===== src/rtl/uart_frame_rx.sv =====
// Wide-frame UART receiver: start bit, FRAME_WIDTH data bits LSB first, stop bit.
// Delivers the payload on a ready/valid port and pulses framing / overrun errors.
module uart_frame_rx #(
  parameter int FRAME_WIDTH      = 22,
  parameter int CLOCKS_PER_PULSE = 5208,
  parameter int CNT_WIDTH        = $clog2(CLOCKS_PER_PULSE)
) (
  input  logic                   clk,
  input  logic                   rst,
  input  logic                   u_rx,
  output logic [FRAME_WIDTH-1:0] rdata,
  output logic                   rvalid,
  input  logic                   rready,
  output logic                   busy,
  output logic                   frame_err,
  output logic                   overrun
);

  localparam int HALF      = CLOCKS_PER_PULSE / 2;
  localparam int IDX_WIDTH = (FRAME_WIDTH > 1) ? $clog2(FRAME_WIDTH) : 1;

  localparam logic [CNT_WIDTH-1:0] HALF_LAST = CNT_WIDTH'(HALF - 1);
  localparam logic [CNT_WIDTH-1:0] BIT_LAST  = CNT_WIDTH'(CLOCKS_PER_PULSE - 1);
  localparam logic [CNT_WIDTH-1:0] CNT_ONE   = CNT_WIDTH'(1);
  localparam logic [IDX_WIDTH-1:0] IDX_LAST  = IDX_WIDTH'(FRAME_WIDTH - 1);
  localparam logic [IDX_WIDTH-1:0] IDX_ONE   = IDX_WIDTH'(1);

  typedef enum logic [2:0] {
    S_IDLE    = 3'd0,
    S_START   = 3'd1,
    S_DATA    = 3'd2,
    S_STOP    = 3'd3,
    S_RECOVER = 3'd4
  } state_e;

  logic                   rx_meta_q, rx_sync_q;
  logic                   rx_s;
  state_e                 state_q, state_d;
  logic [CNT_WIDTH-1:0]   timer_q, timer_d;
  logic [IDX_WIDTH-1:0]   idx_q, idx_d;
  logic [FRAME_WIDTH-1:0] shift_q, shift_d;
  logic [FRAME_WIDTH-1:0] rdata_q, rdata_d;
  logic                   rvalid_q, rvalid_d;
  logic                   busy_q, busy_d;
  logic                   ferr_q, ferr_d;
  logic                   ovr_q, ovr_d;
  logic                   good_s;

  // Two-flop synchroniser on the asynchronous line; idle level is high.
  always_ff @(posedge clk or posedge rst) begin
    if (rst) begin
      rx_meta_q <= 1'b1;
      rx_sync_q <= 1'b1;
    end else begin
      rx_meta_q <= u_rx;
      rx_sync_q <= rx_meta_q;
    end
  end

  assign rx_s = rx_sync_q;

  // Frame state, bit timing, shift register and output registers.
  always_ff @(posedge clk or posedge rst) begin
    if (rst) begin
      state_q  <= S_IDLE;
      timer_q  <= '0;
      idx_q    <= '0;
      shift_q  <= '0;
      rdata_q  <= '0;
      rvalid_q <= 1'b0;
      busy_q   <= 1'b0;
      ferr_q   <= 1'b0;
      ovr_q    <= 1'b0;
    end else begin
      state_q  <= state_d;
      timer_q  <= timer_d;
      idx_q    <= idx_d;
      shift_q  <= shift_d;
      rdata_q  <= rdata_d;
      rvalid_q <= rvalid_d;
      busy_q   <= busy_d;
      ferr_q   <= ferr_d;
      ovr_q    <= ovr_d;
    end
  end

  // Next-state logic: bit-centre sampling, stop check and output handshake.
  always_comb begin
    state_d  = state_q;
    timer_d  = timer_q;
    idx_d    = idx_q;
    shift_d  = shift_q;
    rdata_d  = rdata_q;
    rvalid_d = rvalid_q;
    ferr_d   = 1'b0;
    ovr_d    = 1'b0;
    good_s   = 1'b0;

    case (state_q)
      S_IDLE: begin
        if (!rx_s) begin
          state_d = S_START;
          timer_d = '0;
        end else begin
          state_d = S_IDLE;
        end
      end
      S_START: begin
        // Re-check the line at mid start bit so short low glitches are rejected.
        if (timer_q == HALF_LAST) begin
          timer_d = '0;
          if (!rx_s) begin
            state_d = S_DATA;
            idx_d   = '0;
          end else begin
            state_d = S_IDLE;
          end
        end else begin
          timer_d = timer_q + CNT_ONE;
        end
      end
      S_DATA: begin
        if (timer_q == BIT_LAST) begin
          timer_d = '0;
          shift_d = {rx_s, shift_q[FRAME_WIDTH-1:1]};
          if (idx_q == IDX_LAST) begin
            state_d = S_STOP;
            idx_d   = '0;
          end else begin
            idx_d = idx_q + IDX_ONE;
          end
        end else begin
          timer_d = timer_q + CNT_ONE;
        end
      end
      S_STOP: begin
        if (timer_q == BIT_LAST) begin
          timer_d = '0;
          if (rx_s) begin
            state_d = S_IDLE;
            good_s  = 1'b1;
          end else begin
            state_d = S_RECOVER;
            ferr_d  = 1'b1;
          end
        end else begin
          timer_d = timer_q + CNT_ONE;
        end
      end
      S_RECOVER: begin
        if (rx_s) begin
          state_d = S_IDLE;
        end else begin
          state_d = S_RECOVER;
        end
      end
      default: begin
        state_d = S_IDLE;
        timer_d = '0;
        idx_d   = '0;
      end
    endcase

    // A commit may coincide with a consumer accept; the new word then replaces the old.
    if (good_s) begin
      if (!rvalid_q || rready) begin
        rdata_d  = shift_q;
        rvalid_d = 1'b1;
      end else begin
        ovr_d = 1'b1;
      end
    end else if (rvalid_q && rready) begin
      rvalid_d = 1'b0;
    end else begin
      rvalid_d = rvalid_q;
    end

    busy_d = (state_d != S_IDLE);
  end

  assign rdata     = rdata_q;
  assign rvalid    = rvalid_q;
  assign busy      = busy_q;
  assign frame_err = ferr_q;
  assign overrun   = ovr_q;

endmodule


===== config.mk =====
export PLATFORM = sky130hd
export DESIGN_NAME = uart_frame_rx
export DESIGN_NICKNAME = d
export VERILOG_FILES = /design/src/rtl/uart_frame_rx.sv
export SDC_FILE = /design/constraint.sdc
export NUM_CORES = 1
export LEC_CHECK = 0
export ABC_AREA = 1
export BUFFER_PORTS_ARGS = -buffer_cell sky130_fd_sc_hd__buf_2
export CORE_MARGIN = 4
export CORE_UTILIZATION = 45
export CTS_CLUSTER_SIZE = 24
export DETAILED_ROUTE_END_ITERATION = 10
export GPL_ROUTABILITY_DRIVEN = 0
export PLACE_DENSITY = 0.66
export SLEW_MARGIN = 30
export SYNTH_ARGS = -nofsm -noshare
export SYNTH_HDL_FRONTEND = slang
export SYNTH_SLANG_ARGS = --single-unit

===== constraint.sdc =====
create_clock -name clk -period 1.78 [get_ports clk]
set_input_delay 0 -clock clk [delete_from_list [all_inputs] [get_ports clk]]
set_output_delay 0 -clock clk [all_outputs]
set_load 0.01 [all_outputs]

==> impl_metrics.json, run 1 <==
{
  "power.leakage_uw": 0.00202,
  "vias_per_cell": 4.70,
  "synthDistinctLibCells": 26,
  "dr.pass1.iters": 4,
  "synth_top_cells_by_count": "nand2_1 (152), dfrtp_1 (69), nor2_1 (43)",
  "rsz0062_at_grt": "false",
  "yosysSeqAreaShare_pct": 53.2,
  "path_buf_inv": 2,
  "yosysMostFrequentCell": "nand2_1",
  "slew_viol_final": 0,
  "setup_tns_ns": 0,
  "start_util_pct": 46.1,
  "synth_top_cells_by_area": "dfrtp_1 (52%), nand2_1 (17%), nor2_1 (4.8%)",
  "antenna_found_initial": 0,
  "io_buffers": 29,
  "finalHoldViolCount": 0,
  "synth_top_cell_by_area": "dfrtp_1",
  "cp_slowest_cell": "dfrtp_1",
  "swShare_pct": 20.1,
  "synthesis.area_mm2": 0.00334,
  "area_delta_synth_final_pct": 17.3,
  "grt_usage_pct": 15.9,
  "finalNetCount": 455,
  "numCtsBuffers": 9,
  "yosysTopAreaCellShare_pct": 51.7,
  "p_sw_uw": 617,
  "cts.path.max_buffers": 2,
  "synth_area_per_cell_um2": 8.25,
  "n_antenna_cell": 0,
  "p_int_uw": 2460,
  "drc": 0,
  "ant_nets": 0,
  "io_pins": 30,
  "p_comb_share_pct": 1.7,
  "cts.reportedPaths.clkPinSlew_ns": 0.07,
  "vdd_ir_drop_max_v": 0.000475,
  "period_minus_slack_ns": 1.61,
  "cpLargestDelayFamily": "simple AND/OR/NAND/NOR gates",
  "syn_inst": 405,
  "syn-num-nets": 412,
  "synthFlopType": "dfrtp_1",
  "ys_warn_count": 0,
  "routedWlPerCell_um": 11.4,
  "drt_wl_total_mm": 6.31,
  "min_period_over_period_pct": 90.7,
  "worstPathRequired_ns": 2.01,
  "drt_iter0_markers": 118,
  "cpPeakStageDelay_ns": 0.43,
  "crit_type": "flip-flop to flip-flop",
  "ys_seq_elements": 71,
  "critical_path_peak_fanout": 29,
  "path_cells": "ha_4 > nand2_2 > nor2_2 > nand3_2 > inv_2 > nand3_4 > buf_12 > nand2_1 > o21ai_2",
  "cts_num_sinks": 71,
  "fmax_mhz": 620,
  "worst_pin_slew_ns": 0.593,
  "die_h_um": 94.2,
  "fin_skew_ns": 0.0115,
  "finalSetupViolCount": 0,
  "grt_pass1_wl_mm": 11.1,
  "power_density_mw_per_mm2": 785,
  "die_x_um": 94.2,
  "async_flop_share_pct": 100,
  "synth-edff-count": 0,
  "dpl.hpwl_mm": 4.68,
  "relSlewSlack_pct": 60.4,
  "holdWs_ns": 0.0439,
  "vias": 2594,
  "core_mm2": 0.00725,
  "clockRootBuffer": "clkbuf_8",
  "cts_tree": "built",
  "drive_gt1_share_pct": 20.1,
  "endpoint_kind": "flip-flop",
  "htreeDepth": 3,
  "num_rows": 31,
  "fill_cells": 686,
  "grt_start_max_net_pins": 31,
  "min_path_type": "input port to flip-flop",
  "die_area_mm2": 0.00887,
  "critPathArrivalTime_ns": 1.85,
  "status": "completed",
  "clk_latency_ns": 0.34,
  "clkPwrFrac_pct": 45.7,
  "grt_pass1_vias": 2460,
  "cap_violations": 0,
  "grt.overflow.total": 0,
  "seqPwrFrac_pct": 52.6,
  "crit_path_start_kind": "flip-flop"
}
worst paths after layout:
path	from	end	slack [ns]	depth (start not counted)
max	timer_q[0]	rdata[10]	0.17	9
max reg2reg	timer_q[0]	rdata[10]	0.17	9
min	rready	rvalid	0.04	4
min in group asynchronous	rst	shift_q[6]	0.26	3
min reg2reg	rx_meta_q	rx_s	0.36	0
max in group asynchronous	rst	rx_s	0.91	4
kinds of logic (layout without fill, tap and decap cells):
logic type | count (synthesis) | after routing | synth area share (%)
AND/OR/NAND/NOR | 243 | 243 | 31.6
flip-flops | 71 | 71 | 53.2
buffers and inverters | 52 | 100 | 7.00
AO/OA/AOI/OAI | 31 | 31 | 5.77
XOR/XNOR | 5 | 5 | 1.31
adder cells (fa/ha/maj) | 3 | 3 | 1.12
tightest hold or removal path: stages:
cell     delay (ns)
buf_2          0.07
nor2_1         0.07
inv_1          0.13
nand2_1        0.07
state kept, by name, summed over array words and instances (netlist names):
register	cells
busy	1
overrun	1
rx_s	1
timer_q	13
frame_err	1
rdata	22
shift_q	22
state_q	3
rx_meta_q	1
idx_q	5
rvalid	1
cell type report:
type	instances	area, µm²	share of cell area [%]
flip-flops and latches	71	1780	45.4
multi-input cells	282	1340	34.2
repair buffers	40	283	7.22
inverters	44	169	4.31
clock buffers	11	141	3.61
well taps	99	124	3.16
clock inverters	5	81.3	2.08
layer usage:
metal / routed length (µm) / GRT usage, % / part of all wire (%) / vias to the layer above
met5: 0 / 0 / 0 / -
met2: 2990 / 25.4 / 47 / 50
li1: - / - / - / 1344
met3: 285 / 4.33 / 4.5 / 9
met1: 2940 / 20.6 / 47 / 1191
met4: 84 / 6.02 / 1.3 / 0
cells in the final DEF, fill, tap and decap left out, drive strengths merged:
cell type,n
a21oi,2
bufinv,2
nand3,25
dlygate4sd3,2
inv,43
nor2,48
or2,2
nand4,8
o21ai,29
nor3,5
xor2,5
dfstp,2
dfrtp,69
ha,3
clkinvlp,2
nand2,155
clkinv,2
clkbuf,11
buf,38
power groups by stage:
stage               logic (µW)  registers (µW)  clock network (µW)
floorplan                 28.7            1650                   0
global placement          53.1            1650                   0
detailed placement        53.8            1650                   0
CTS                       57.2            1620                1460
global route              62.5            1620                1520
finish                    53.8            1620                1400
timing repair:
action	4_1_cts	5_1_grt
resized for setup	0	2
endpoints found under the setup margin	0	21
setup buffers	0	0
endpoints found under the hold margin	24	0
hold buffers	2	0
stage by stage:
stage | cell area [µm²] | setup slack [ns] | power [µW] | util, % | std cells
after floorplan | 3350 | 0.290 | 1680 | - | 405
after global placement | 3660 | 0.168 | 1700 | 50.5 | 534
after detailed placement | 3660 | 0.112 | 1700 | 50.5 | 534
after CTS | 3910 | 0.0959 | 3130 | 53.9 | 552
after global routing | 3920 | 0.0385 | 3200 | 54.0 | 552
final | 3920 | 0.166 | 3080 | 54.0 | 552
No activity file was read; power rests on OpenSTA's default activity.
==> inputs of run 2 (changes only) <==
Settings changed: BUFFER_PORTS_ARGS -buffer_cell sky130_fd_sc_hd__buf_2 to -buffer_cell sky130_fd_sc_hd__buf_4.
==> run 2 against run 1 <==
  * Clock-buffer cell count decreased by 2
  * Via count increased by 1.9%
  * Cell area about the same
  * Critical path depth unchanged
  * Routed wire length increased by 1.0%
  * Clock skew increased by 0.0014 ns
  * Non-clock buffer count decreased by 2
  * Sequential power about the same
  * Hold slack improved by 0.025 ns
==> impl_metrics.json, run 2 (same netlist as run 1, synthesis figures left out) <==
{
  "reg2reg_slack_ns": 0.16,
  "r2r-end": "rdata[1]",
  "path_cells": "ha_2 > nand2_2 > nor2_2 > nand3_2 > inv_2 > nand3_4 > buf_12 > nand2_1 > o21ai_2",
  "vdd_ir_drop_max_v": 0.000328,
  "r2r_cells": 9,
  "cts_tree": "built",
  "endpoint_kind": "flip-flop",
  "cpPeakStageDelay_ns": 0.40,
  "cap_violations": 0,
  "dp.cells": 531,
  "min_path_type": "input port to flip-flop",
  "period_minus_slack_ns": 1.62,
  "clkPwrFrac_pct": 42.4,
  "die_x_um": 94.2,
  "start_util_pct": 46.1,
  "dr.pass1.iters": 4,
  "drc": 0,
  "grt_pass1_wl_mm": 11.6,
  "layout_commonest_cell": "nand2_1",
  "fin_skew_ns": 0.0129,
  "drt_iter0_markers": 61,
  "cts_num_sinks": 71,
  "io_pins": 30,
  "clk_latency_ns": 0.34,
  "min_period_over_period_pct": 91.2,
  "crit_type": "flip-flop to flip-flop",
  "p_sw_uw": 633,
  "min_path_cells": 4,
  "antenna_found_initial": 0,
  "crit_path_start_kind": "flip-flop",
  "slew_viol_final": 0,
  "critical_path_peak_fanout": 32,
  "p_comb_share_pct": 1.8,
  "cp_slowest_cell": "dfrtp_1",
  "cts.reportedPaths.clkPinSlew_ns": 0.07,
  "hp-start": "rready",
  "finalNetCount": 453,
  "drt_wl_total_mm": 6.37,
  "timing.final.ws_setup_ns": 0.156,
  "power_density_mw_per_mm2": 740,
  "io_buffers": 29,
  "rsz0062_at_grt": "false",
  "fmax_mhz": 616,
  "status": "completed",
  "area_delta_synth_final_pct": 17.4,
  "die_area_mm2": 0.00887,
  "worst_r2r_startpoint": "timer_q[0]",
  "cp.depth": 9,
  "core_mm2": 0.00725,
  "power.leakage_uw": 0.00200,
  "pre_cts_ws_ns": 0.114,
  "seqPwrFrac_pct": 55.8,
  "worst_pin_slew_ns": 0.664,
  "swShare_pct": 21.8,
  "htreeDepth": 3,
  "n_antenna_cell": 0,
  "grt_pass1_vias": 2660,
  "ant_nets": 0,
  "relSlewSlack_pct": 55.7,
  "grt.overflow.total": 0,
  "num_rows": 31,
  "stdcell_count": 549,
  "critPathArrivalTime_ns": 1.85,
  "finalHoldViolCount": 0,
  "clockRootBuffer": "clkbuf_8",
  "grt_usage_pct": 16.4,
  "dpl.hpwl_mm": 4.67,
  "holdPathEnd": "overrun",
  "final_cell_mix": "nand2_1 (152), dfrtp_1 (69), nor2_1 (43), inv_1 (35), buf_4 (33)",
  "vias": 2644,
  "p_int_uw": 2270,
  "cts.path.max_buffers": 2,
  "die_h_um": 94.2,
  "routedWlPerCell_um": 11.6,
  "numCtsBuffers": 9,
  "finalSetupViolCount": 0,
  "grt_start_max_net_pins": 33,
  "vias_per_cell": 4.82,
  "worstPathRequired_ns": 2.00,
  "cpLargestDelayFamily": "simple AND/OR/NAND/NOR gates",
  "path_buf_inv": 2,
  "drive_gt1_share_pct": 19.8,
  "setup_tns_ns": 0
}
## run 2: metrics by stage
stage | hold WS (ns) | area [µm²] | total power (µW) | util (%)
final | 0.0689 | 3920 | 2900 | 54.1
after global routing | 0.0757 | 3920 | 3030 | 54.1
after CTS | 0.0207 | 3910 | 2940 | 53.9
after detailed placement | 0.115 | 3700 | 1700 | 51.0
after global placement | 0.108 | 3700 | 1700 | 51.0
after floorplan | 0.00448 | 3350 | 1680 | -
## run 2: tightest hold or removal path, stage by stage
cell and delay [ns]:
buf_4 0.07, nor2_1 0.09, inv_1 0.14, nor2_1 0.06
## run 2: power groups by stage
| stage | Clock, µW | Combinational [µW] | Sequential, µW |
|---|---|---|---|
| 2_1_floorplan | 0 | 28.7 | 1650 |
| 3_3_place_gp | 0 | 51.1 | 1650 |
| 3_5_place_dp | 0 | 52.8 | 1650 |
| 4_1_cts | 1270 | 56.1 | 1620 |
| 5_1_grt | 1350 | 61.1 | 1620 |
| 6_report | 1230 | 52.0 | 1620 |
## run 2: repair_timing
| item | in CTS | in global routing |
|---|---|---|
| resized for setup | 0 | 2 |
| endpoints found under the setup margin | 0 | 30 |
| hold endpoints to repair | 27 | 0 |
| buffers inserted | 0 | 1 |
| hold buffers | 2 | 0 |
## run 2: worst max-delay path by stage
stage | slack [ns] | from | to
3_3_place_gp | 0.19 | timer_q[0] | rdata[6]
5_1_grt | 0.01 | timer_q[0] | rdata[21]
2_1_floorplan | 0.29 | timer_q[0] | rdata[11]
3_5_place_dp | 0.11 | timer_q[0] | idx_q[2]
6_report | 0.16 | timer_q[0] | rdata[1]
4_1_cts | 0.10 | timer_q[0] | idx_q[2]
## run 2: final cells by class
type | instances | area [µm²]
Fill cell | 680 | 3330
Sequential cell | 71 | 1780
Multi-Input combinational cell | 282 | 1340
Timing Repair Buffer | 38 | 328
Inverter | 44 | 169
Clock buffer | 9 | 124
Tap cell | 99 | 124
Clock inverter | 6 | 62.6
## run 2: layer usage
layer / vias up / track usage, % / wire (µm)
li1: 1340 / - / -
met1: 1246 / 20.2 / 3000
met2: 50 / 27.6 / 3030
met3: 8 / 4.25 / 240
met4: 0 / 6.02 / 93
met5: - / 0 / 0
==> inputs of run 3 (changes only) <==
Settings changed: ABC_AREA 1 to default.
==> run 3 against run 2 <==
  * The run now ends with negative setup slack left
  * Register-to-register slack got worse by 0.36 ns
  * Sequential power barely moved
  * Die area fell by 5.3%
  * Largest cell class unchanged
  * Critical path type unchanged
  * Cell area rose by 15%
  * Sequential cell count did not move
  * Largest power group unchanged
  * Highest routed layer unchanged
==> impl_metrics.json, run 3 <==
{
  "vias_per_cell": 5.30,
  "die_x_um": 91.6,
  "clkPwrFrac_pct": 46.4,
  "synth_mux_area_share_pct": 16.1,
  "min_period_over_period_pct": 112,
  "grt_pass1_vias": 2425,
  "synth_top_cell_by_area": "dfrtp_1",
  "synth_fa_ha_area_share_pct": 1.19,
  "ys_seq_elements": 71,
  "vias": 2322,
  "grt_start_max_net_pins": 35,
  "period_minus_slack_ns": 1.99,
  "synth_top_family_by_area": "multiplexers",
  "synthDistinctLibCells": 52,
  "area_delta_synth_final_pct": 43.1,
  "endpoint_kind": "flip-flop",
  "routedWlPerCell_um": 16.4,
  "cts_tree": "built",
  "p_int_uw": 2470,
  "ys_warn_count": 0,
  "cpLargestDelayFamily": "simple AND/OR/NAND/NOR gates",
  "path_buf_inv": 1,
  "syn-num-nets": 259,
  "rsz0062_at_grt": "true",
  "dpl.hpwl_mm": 4.56,
  "status": "finished, violations left",
  "critPathArrivalTime_ns": 2.21,
  "synth_top_cells_by_area": "dfrtp_1 (55%), mux2_2 (16%), a21oi_1 (1.7%)",
  "grt.overflow.total": 0,
  "fin_util_pct": 66.3,
  "yosysMostFrequentCell": "dfrtp_1",
  "dr.pass1.iters": 4,
  "fmax_mhz": 503,
  "fill_cells": 512,
  "clk_latency_ns": 0.34,
  "synth_compound_area_share_pct": 8.99,
  "crit_type": "flip-flop to flip-flop",
  "finalNetCount": 344,
  "synth-simple-area-share_pct": 13.4,
  "power.leakage_uw": 0.00215,
  "cp.depth": 6,
  "syn_inst": 252,
  "final_cell_mix": "buf_4 (72), dfrtp_1 (67), mux2_4 (36), nor2_1 (12), nand2_1 (11)",
  "cts.reportedPaths.clkPinSlew_ns": 0.08,
  "worstPathRequired_ns": 2.01,
  "timing.final.ws_setup_ns": -0.209,
  "critical_path_peak_fanout": 5,
  "drt_iter0_markers": 60,
  "cts_num_sinks": 71,
  "cpPeakStageDelay_ns": 0.58,
  "drt_wl_total_mm": 7.21,
  "synth_top_cells_by_count": "dfrtp_1 (69), mux2_2 (45), nor2_1 (14)",
  "core_mm2": 0.00679,
  "yosys.area_share.xor_xnor_pct": 1.11,
  "p_sw_uw": 665,
  "crit_path_start_kind": "flip-flop",
  "finalHoldViolCount": 0,
  "finalSetupViolCount": 65,
  "cp_slowest_cell": "or4bb_4",
  "min_path_type": "input port to asynchronous set/reset pin",
  "yosysSeqAreaShare_pct": 56.5,
  "die_h_um": 91.6,
  "pre_cts_ws_ns": -0.273,
  "violations": "negative setup slack",
  "io_pins": 30,
  "slew_viol_final": 0,
  "grt_usage_pct": 18.3,
  "power_density_mw_per_mm2": 696,
  "p_comb_share_pct": 2.0,
  "htreeDepth": 3,
  "synth_area_per_cell_um2": 12.5,
  "r2r_cells": 6,
  "layout_commonest_cell": "buf_4",
  "clockRootBuffer": "clkbuf_8",
  "num_rows": 30,
  "worst_pin_slew_ns": 0.598,
  "io_buffers": 29,
  "path_cells": "or4bb_4 > nor3_4 > buf_6 > nor3_4 > or2_4 > a211o_1",
  "reg2reg_slack_ns": -0.21,
  "synth-edff-count": 0,
  "drc": 0,
  "synthesis.area_mm2": 0.00315,
  "vdd_ir_drop_max_v": 0.000457,
  "antenna_found_initial": 0,
  "die_area_mm2": 0.00840,
  "yosysTopAreaCellShare_pct": 54.9,
  "drive_gt1_share_pct": 54.1,
  "relSlewSlack_pct": 60.0,
  "ant_nets": 0,
  "grt_pass1_wl_mm": 12.1,
  "fin_skew_ns": 0.00707,
  "cap_violations": 0,
  "n_antenna_cell": 0,
  "start_util_pct": 46.3,
  "async_flop_share_pct": 100,
  "numCtsBuffers": 9,
  "swShare_pct": 21.2,
  "crit_path_frequent_cell": "nor3_4",
  "synthFlopType": "dfrtp_1",
  "seqPwrFrac_pct": 51.6,
  "cts.path.max_buffers": 2
}
==> run 3: changes by cell type after synthesis, sizes merged, moves of 7 or more <==
cell   delta
a21oi     +9
inv      -39
mux2     +45
nand2   -143
nand3    -16
nand4     -7
nor2     -34
o21ai    -22
==> run 3: logic make-up after synthesis <==
family                   Yosys count
buffers and inverters             17
XOR/XNOR                           4
flip-flops                        71
AND/OR/NAND/NOR                   71
multiplexers                      45
AO/OA/AOI/OAI                     41
adder cells (fa/ha/maj)            3
==> run 3: timing repair <==
item                                   4_1_cts  5_1_grt
resized for setup                           39       19
setup buffers                               12        4
pin swaps                                   20        5
cloned                                       2        0
endpoints found under the hold margin       24        0
setup endpoints to repair                   65       68
hold buffers                                 3        0
==> run 3: worst reg2reg max path: stages (launching register included) <==
cell	delay, ns
dfrtp_1	0.42
or4bb_4	0.58
nor3_4	0.18
buf_6	0.15
nor3_4	0.04
or2_4	0.25
a211o_1	0.26
==> run 3: per-stage QoR <==
| step | area [µm²] | power, µW | hold slack (ns) | instances | TNS [ns] |
|---|---|---|---|---|---|
| after floorplan | 3300 | 1680 | 0.00448 | 252 | -4.72 |
| after global placement | 3890 | 1710 | 0.101 | 404 | -9.34 |
| after detailed placement | 3890 | 1710 | 0.109 | 404 | -11.13 |
| after CTS | 4450 | 3180 | 0.297 | 437 | -8.27 |
| after global routing | 4500 | 3270 | 0.309 | 438 | -14.46 |
| final | 4500 | 3140 | 0.290 | 438 | -8.47 |
==> run 3: path summary, 6_finish.rpt <==
check,from,end
worst min register to register,rx_meta_q,rx_s
worst max-delay path,timer_q[9],idx_q[4]
min in group clk,u_rx,rx_meta_q
worst min-delay path,rst,idx_q[1]
max in group asynchronous,rst,timer_q[11]
worst max register to register,timer_q[9],idx_q[4]
==> run 3: power groups by stage <==
stage / Clock, µW / Sequential [µW] / Combinational [µW]
finish: 1460 / 1620 / 62.8
global route: 1570 / 1620 / 72.9
CTS: 1500 / 1620 / 65.4
detailed placement: 0 / 1650 / 58.8
global placement: 0 / 1650 / 58.0
floorplan: 0 / 1650 / 32.4
==> run 3: final cells by class <==
type                            count  area (µm²)  area share (%)
Multi-Input combinational cell    165        1640            36.4
Tap cell                           96         120            2.67
Clock inverter                      6        92.6            2.06
Clock buffer                       10         138            3.06
Inverter                            5        22.5           0.500
Sequential cell                    71        1780            39.6
Timing Repair Buffer               85         709            15.8
==> run 3: layer usage <==
metal	up-vias	share of wire [%]	track usage [%]
met5	-	0	0
met4	0	1.5	5.40
met3	10	3.2	5.41
met2	44	50	30.1
met1	1174	45	23.4
li1	1094	-	-
